## src/rtl/flag_branch_unit.sv

```systemverilog
// flag_branch_unit: holds the architectural N/Z/V/C flag register and resolves
// B.cond / CBZ / CBNZ branches in ID. It also keeps saturating counters of
// taken branches and stall cycles for the debug port.
//
// Build option FLAG_FWD_EN: when defined, the EX-stage ALU flags are forwarded
// into the ID condition decode, so a back-to-back flag-set and B.cond never
// stalls. When undefined, that hazard costs exactly one stall cycle, and
// br_taken depends only on the registered flags.
module flag_branch_unit #(
    parameter int CNT_W = 32
) (
    input  logic             clk,
    input  logic             reset,
    input  logic             ex_valid,
    input  logic             ex_set_flags,
    input  logic             ex_negative,
    input  logic             ex_zero,
    input  logic             ex_overflow,
    input  logic             ex_carry_out,
    input  logic             flush,
    input  logic             id_valid,
    input  logic             id_is_bcond,
    input  logic             id_is_cbz,
    input  logic             id_is_cbnz,
    input  logic [3:0]       id_cond,
    input  logic             id_reg_zero,
    output logic [3:0]       flags,
    output logic             br_taken,
    output logic             stall,
    output logic [CNT_W-1:0] taken_cnt,
    output logic [CNT_W-1:0] stall_cnt
);

    typedef enum logic [3:0] {
        COND_EQ = 4'h0,
        COND_NE = 4'h1,
        COND_HS = 4'h2,
        COND_LO = 4'h3,
        COND_MI = 4'h4,
        COND_PL = 4'h5,
        COND_VS = 4'h6,
        COND_VC = 4'h7,
        COND_HI = 4'h8,
        COND_LS = 4'h9,
        COND_GE = 4'hA,
        COND_LT = 4'hB,
        COND_GT = 4'hC,
        COND_LE = 4'hD,
        COND_AL = 4'hE,
        COND_NV = 4'hF
    } cond_e;

    logic [3:0] ex_flags;
    logic [3:0] eff;
    logic       haz;
    logic       flag_write;
    logic       stall_int;
    logic       cond_true;
    logic       branch_hit;
    logic       eff_n;
    logic       eff_z;
    logic       eff_v;
    logic       eff_c;
    cond_e      cond;

    assign ex_flags   = {ex_negative, ex_zero, ex_overflow, ex_carry_out};
    assign flag_write = ex_valid & ex_set_flags & ~flush;
    assign haz        = ex_valid & ex_set_flags & id_valid & id_is_bcond & ~flush;
    assign cond       = cond_e'(id_cond);

`ifdef FLAG_FWD_EN
    assign eff       = haz ? ex_flags : flags;
    assign stall_int = 1'b0;
`else
    assign eff       = flags;
    assign stall_int = haz;
`endif

    assign eff_n = eff[3];
    assign eff_z = eff[2];
    assign eff_v = eff[1];
    assign eff_c = eff[0];

    // Decode the B.cond condition field against the effective flags
    always_comb begin
        cond_true = 1'b1;
        case (cond)
            COND_EQ: cond_true = eff_z;
            COND_NE: cond_true = ~eff_z;
            COND_HS: cond_true = eff_c;
            COND_LO: cond_true = ~eff_c;
            COND_MI: cond_true = eff_n;
            COND_PL: cond_true = ~eff_n;
            COND_VS: cond_true = eff_v;
            COND_VC: cond_true = ~eff_v;
            COND_HI: cond_true = eff_c & ~eff_z;
            COND_LS: cond_true = ~eff_c | eff_z;
            COND_GE: cond_true = (eff_n == eff_v);
            COND_LT: cond_true = (eff_n != eff_v);
            COND_GT: cond_true = ~eff_z & (eff_n == eff_v);
            COND_LE: cond_true = eff_z | (eff_n != eff_v);
            default: cond_true = 1'b1;
        endcase
    end

    // Select the branch outcome by kind, giving bcond priority over cbz, then cbnz
    always_comb begin
        branch_hit = 1'b0;
        if (id_is_bcond) begin
            branch_hit = cond_true;
        end else if (id_is_cbz) begin
            branch_hit = id_reg_zero;
        end else if (id_is_cbnz) begin
            branch_hit = ~id_reg_zero;
        end
    end

    assign stall    = reset & stall_int;
    assign br_taken = reset & id_valid & ~flush & ~stall_int & branch_hit;

    // Architectural flag register, written by unflushed flag-setting EX instructions
    always_ff @(posedge clk or negedge reset) begin
        if (!reset) begin
            flags <= 4'b0000;
        end else if (flag_write) begin
            flags <= ex_flags;
        end
    end

    // Saturating count of cycles with a taken branch
    always_ff @(posedge clk or negedge reset) begin
        if (!reset) begin
            taken_cnt <= '0;
        end else if (br_taken && (taken_cnt != {CNT_W{1'b1}})) begin
            taken_cnt <= taken_cnt + CNT_W'(1);
        end
    end

    // Saturating count of stall cycles
    always_ff @(posedge clk or negedge reset) begin
        if (!reset) begin
            stall_cnt <= '0;
        end else if (stall && (stall_cnt != {CNT_W{1'b1}})) begin
            stall_cnt <= stall_cnt + CNT_W'(1);
        end
    end

endmodule

```

## config.mk

```make
export PLATFORM = sky130hd
export DESIGN_NAME = flag_branch_unit
export DESIGN_NICKNAME = d
export VERILOG_FILES = /design/src/rtl/flag_branch_unit.sv
export SDC_FILE = /design/constraint.sdc
export NUM_CORES = 1
export LEC_CHECK = 0
export ABC_AREA = 1
export CORE_ASPECT_RATIO = 1.5
export CORE_MARGIN = 4
export CORE_UTILIZATION = 38
export CTS_BUF_LIST = sky130_fd_sc_hd__clkbuf_2 sky130_fd_sc_hd__clkbuf_4 sky130_fd_sc_hd__clkbuf_8
export DETAILED_ROUTE_END_ITERATION = 16
export GPL_TIMING_DRIVEN = 0
export SYNTH_ARGS = -nofsm -noshare
export SYNTH_HDL_FRONTEND = slang
export SYNTH_SLANG_ARGS = --single-unit
```

## constraint.sdc

```tcl
create_clock -name clk -period 4.7 [get_ports clk]
set_input_delay 0.705 -clock clk [delete_from_list [all_inputs] [get_ports clk]]
set_output_delay 0.705 -clock clk [all_outputs]
set_load 0.01 [all_outputs]
```

==> flow_summary.yaml <==
detailed_routing:
  first_pass_iters: 5
  ant_nets: 0
  drt_wl_total_um: 15100
  vias: 4878
  post-route-drc-count: 0
  routedWlPerCell_um: 15.70
  via_per_inst: 5.071
  drtIter0Drc: 241
critical_path:
  critPathCaptureType: "output pin"
  slowest_stage: "clkdlybuf4s50_1"
  reg2reg_slack_ps: 2530
  cpPeakStageDelay_ps: 580
  cp.buffers_inverters: 5
  worst_setup_path_start_kind: "input pin"
  cp_max_fo: 53
  critPathKind: "input pin to output pin"
  worstPathArrival_ps: 2850
  r2r_end: "taken_cnt[22]"
  critical-path-top-delay-family: "buffers and inverters"
  r2r_start: "taken_cnt[0]"
  r2r_cells: 10
  required_ps: 3990
  critical_path.cell_chain: "buf_4 -> buf_16 -> inv_1 -> nor3_1 -> nand2_1 -> nor2_1 -> buf_2 -> a21boi_0 -> clkdlybuf4s50_1"
clock_tree:
  cts_tree: "done"
  clock_latency_ps: 350
  clkTransAtPathRegs_ps: 80
  postCtsHoldBufs: 0
  cts_buffers: 9
  cts_setup_buffers: 0
  ctsResizeCount: 0
  clock_path_buffers: 2
  cts_root_buffer: "clkbuf_8"
  clock-sinks: 68
  cts-htree-levels: 3
place:
  gp_congestion: 0.9623
  dp.final_hpwl_um: 11990
  io_buffer_count: 87
grt:
  grt_overflow: 0
  track_usage_pct: 21.46
  grt_first_pass_wirelength_um: 24290
  grt_max_degree: 54
  antenna_found_initial: 0
  grt_pass1_vias: 4867
synth:
  yosys.area_share.simple_pct: 45.03
  ys_ff_latch: 68
  synth_fa_ha_area_share_pct: 0.5278
  synth_compound_area_share_pct: 2.481
  ys.flop_type: "dfrtp_1"
  yosysTopAreaCell: "dfrtp_1"
  synth_fp_nets: 725
  async_flop_share_pct: 100.0
  synthDistinctLibCells: 31
  synth_xor_area_share_pct: 8.129
  synthCells: 705
  synth_top_family_by_area: "simple AND/OR/NAND/NOR gates"
  synth_top_cell_area_share_pct: 35.89
  synth_edf_count: 0
  synth.mux.area_fraction_pct: 0.2375
  synthesis.area_mm2: 0.004741
  yosys-top-cells-area: "dfrtp_1, nand2_1, nor2_1"
  ys_warn_count: 0
  syn_area_per_cell_um2: 6.725
  yosysSeqAreaShare_pct: 35.89
timing:
  grt_setup_unrepaired: "no"
  finalSetupViolCount: 0
  tightestPinTransition_ps: 479.0
  final-hold-violation-count: 0
  whs_ps: 227.8
  report.final.slew_viol_count: 0
  relSlewSlack_pct: 67.82
  fmax_ghz: 0.2812
  post-route-period-util_pct: 75.67
  min_period_ps: 3557
  fin_skew_ps: 13.16
die:
  die_area_mm2: 0.01436
  start_util_pct: 39.25
  rows: 49
  die_x_um: 99.20
  core_area_mm2: 0.01208
  die_y_um: 144.8
  io_pins: 88
run_status:
  status: "finished clean"
hold_path:
  holdCritPathClass: "input pin to asynchronous set/reset pin"
power_and_ir_drop:
  power_density_mw_per_mm2: 250.9
  power_mw: 1.518
  peakVddDrop_v: 0.0002843
  p_leak_nw: 2.742
final_layout:
  final_core_util_pct: 50.08
  layout-drive-gt1-share_pct: 6.675
  diodes: 0
  seqCellArea_mm2: 0.001702
  fin_nets: 824
  multi_input_area_mm2: 0.002674
  n_fill_cell: 1192
  area_growth_pct: 27.58
run:
  drv_cap: 0
per-layer routing:
metal | part of all wire, % | routed length [um] | global-route usage (%)
met1 | 36 | 5490 | 22.47
met4 | 4.1 | 612 | 10.22
met5 | 0 | 0 | 0
met2 | 55 | 8339 | 41.47
met3 | 4.4 | 658 | 3.213
logic make-up after synthesis:
logic type | Yosys count
buf+inv | 75
mux | 1
simple gates | 496
flops | 68
fa+ha+maj | 2
compound gates | 19
xor+xnor | 44
registers in the layout (all words and copies together) (netlist names):
name       cells
stall_cnt     32
flags          4
taken_cnt     32
report_power, final:
group          internal [mW]  switching, mW
clock                  0.305          0.239
combinational          0.143          0.156
sequential             0.622         0.0523
total                   1.07          0.448
worst reg2reg max path, stage by stage (launching register included):
cell,delay [ps]
dfrtp_1,430
ha_1,340
nand2_2,100
nor2_4,210
nand3_1,190
nor3_1,420
nand2_1,100
inv_1,90
nand3_1,70
nand2_1,60
nand2_1,50
layout make-up:
cell class / count / area share [%]
multi-input combinational: 562 / 44.21
inverter: 56 / 3.475
timing repair buffer: 88 / 14.81
buffer: 19 / 2.565
clock inverter: 6 / 1.469
tap: 153 / 3.165
clock buffer: 10 / 2.172
sequential: 68 / 28.13
worst max-delay path by stage:
stage	start	end	slack, ps	cells after the start
global placement	reset	br_taken	-1400	8
floorplan	id_valid	br_taken	2340	6
finish	reset	br_taken	1140	9
global route	reset	br_taken	920	9
detailed placement	reset	br_taken	1090	9
CTS	reset	br_taken	1090	9
synthesized netlist by cell type (3+ instances only):
| master | count |
|---|---|
| nand2_1 | 302 |
| nor2_1 | 88 |
| dfrtp_1 | 68 |
| inv_1 | 55 |
| nand4_1 | 40 |
| xor2_1 | 29 |
| nand3_1 | 22 |
| nor3_1 | 16 |
| xnor2_1 | 15 |
| nand3b_1 | 13 |
| buf_6 | 9 |
| a21oi_1 | 6 |
| o21ai_0 | 6 |
| o21ai_2 | 5 |
| buf_2 | 4 |
| nor2_2 | 4 |
| buf_4 | 3 |
| nor2_4 | 3 |
layout by cell type, fill, tap and decap left out, types with 2 or more instances in the layout:
| master | Yosys | routed |
|---|---|---|
| a21oi_1 | 6 | 6 |
| and2_1 | 2 | 2 |
| buf_1 | 2 | 2 |
| buf_2 | 4 | 4 |
| buf_4 | 3 | 4 |
| buf_6 | 9 | 9 |
| bufinv_16 | 0 | 2 |
| clkbuf_8 | 0 | 9 |
| clkdlybuf4s50_1 | 0 | 86 |
| clkinvlp_4 | 0 | 2 |
| dfrtp_1 | 68 | 68 |
| ha_1 | 2 | 2 |
| inv_1 | 55 | 55 |
| nand2_1 | 302 | 302 |
| nand2_2 | 2 | 2 |
| nand3_1 | 22 | 22 |
| nand3b_1 | 13 | 13 |
| nand4_1 | 40 | 40 |
| nor2_1 | 88 | 88 |
| nor2_2 | 4 | 4 |
| nor2_4 | 3 | 3 |
| nor3_1 | 16 | 16 |
| o21ai_0 | 6 | 6 |
| o21ai_2 | 5 | 5 |
| xnor2_1 | 15 | 15 |
| xor2_1 | 29 | 29 |
stage by stage:
step                setup TNS [ps]  std cells  setup WS (ps)  area (um^2)
global route                     0        962          916.8         6048
global placement            -17440        945          -1399         5803
CTS                              0        962           1087         6048
detailed placement               0        946           1092         5828
finish                           0        962           1143         6048
floorplan                        0        705           2339         4741
(Power assumes the default switching activity.)
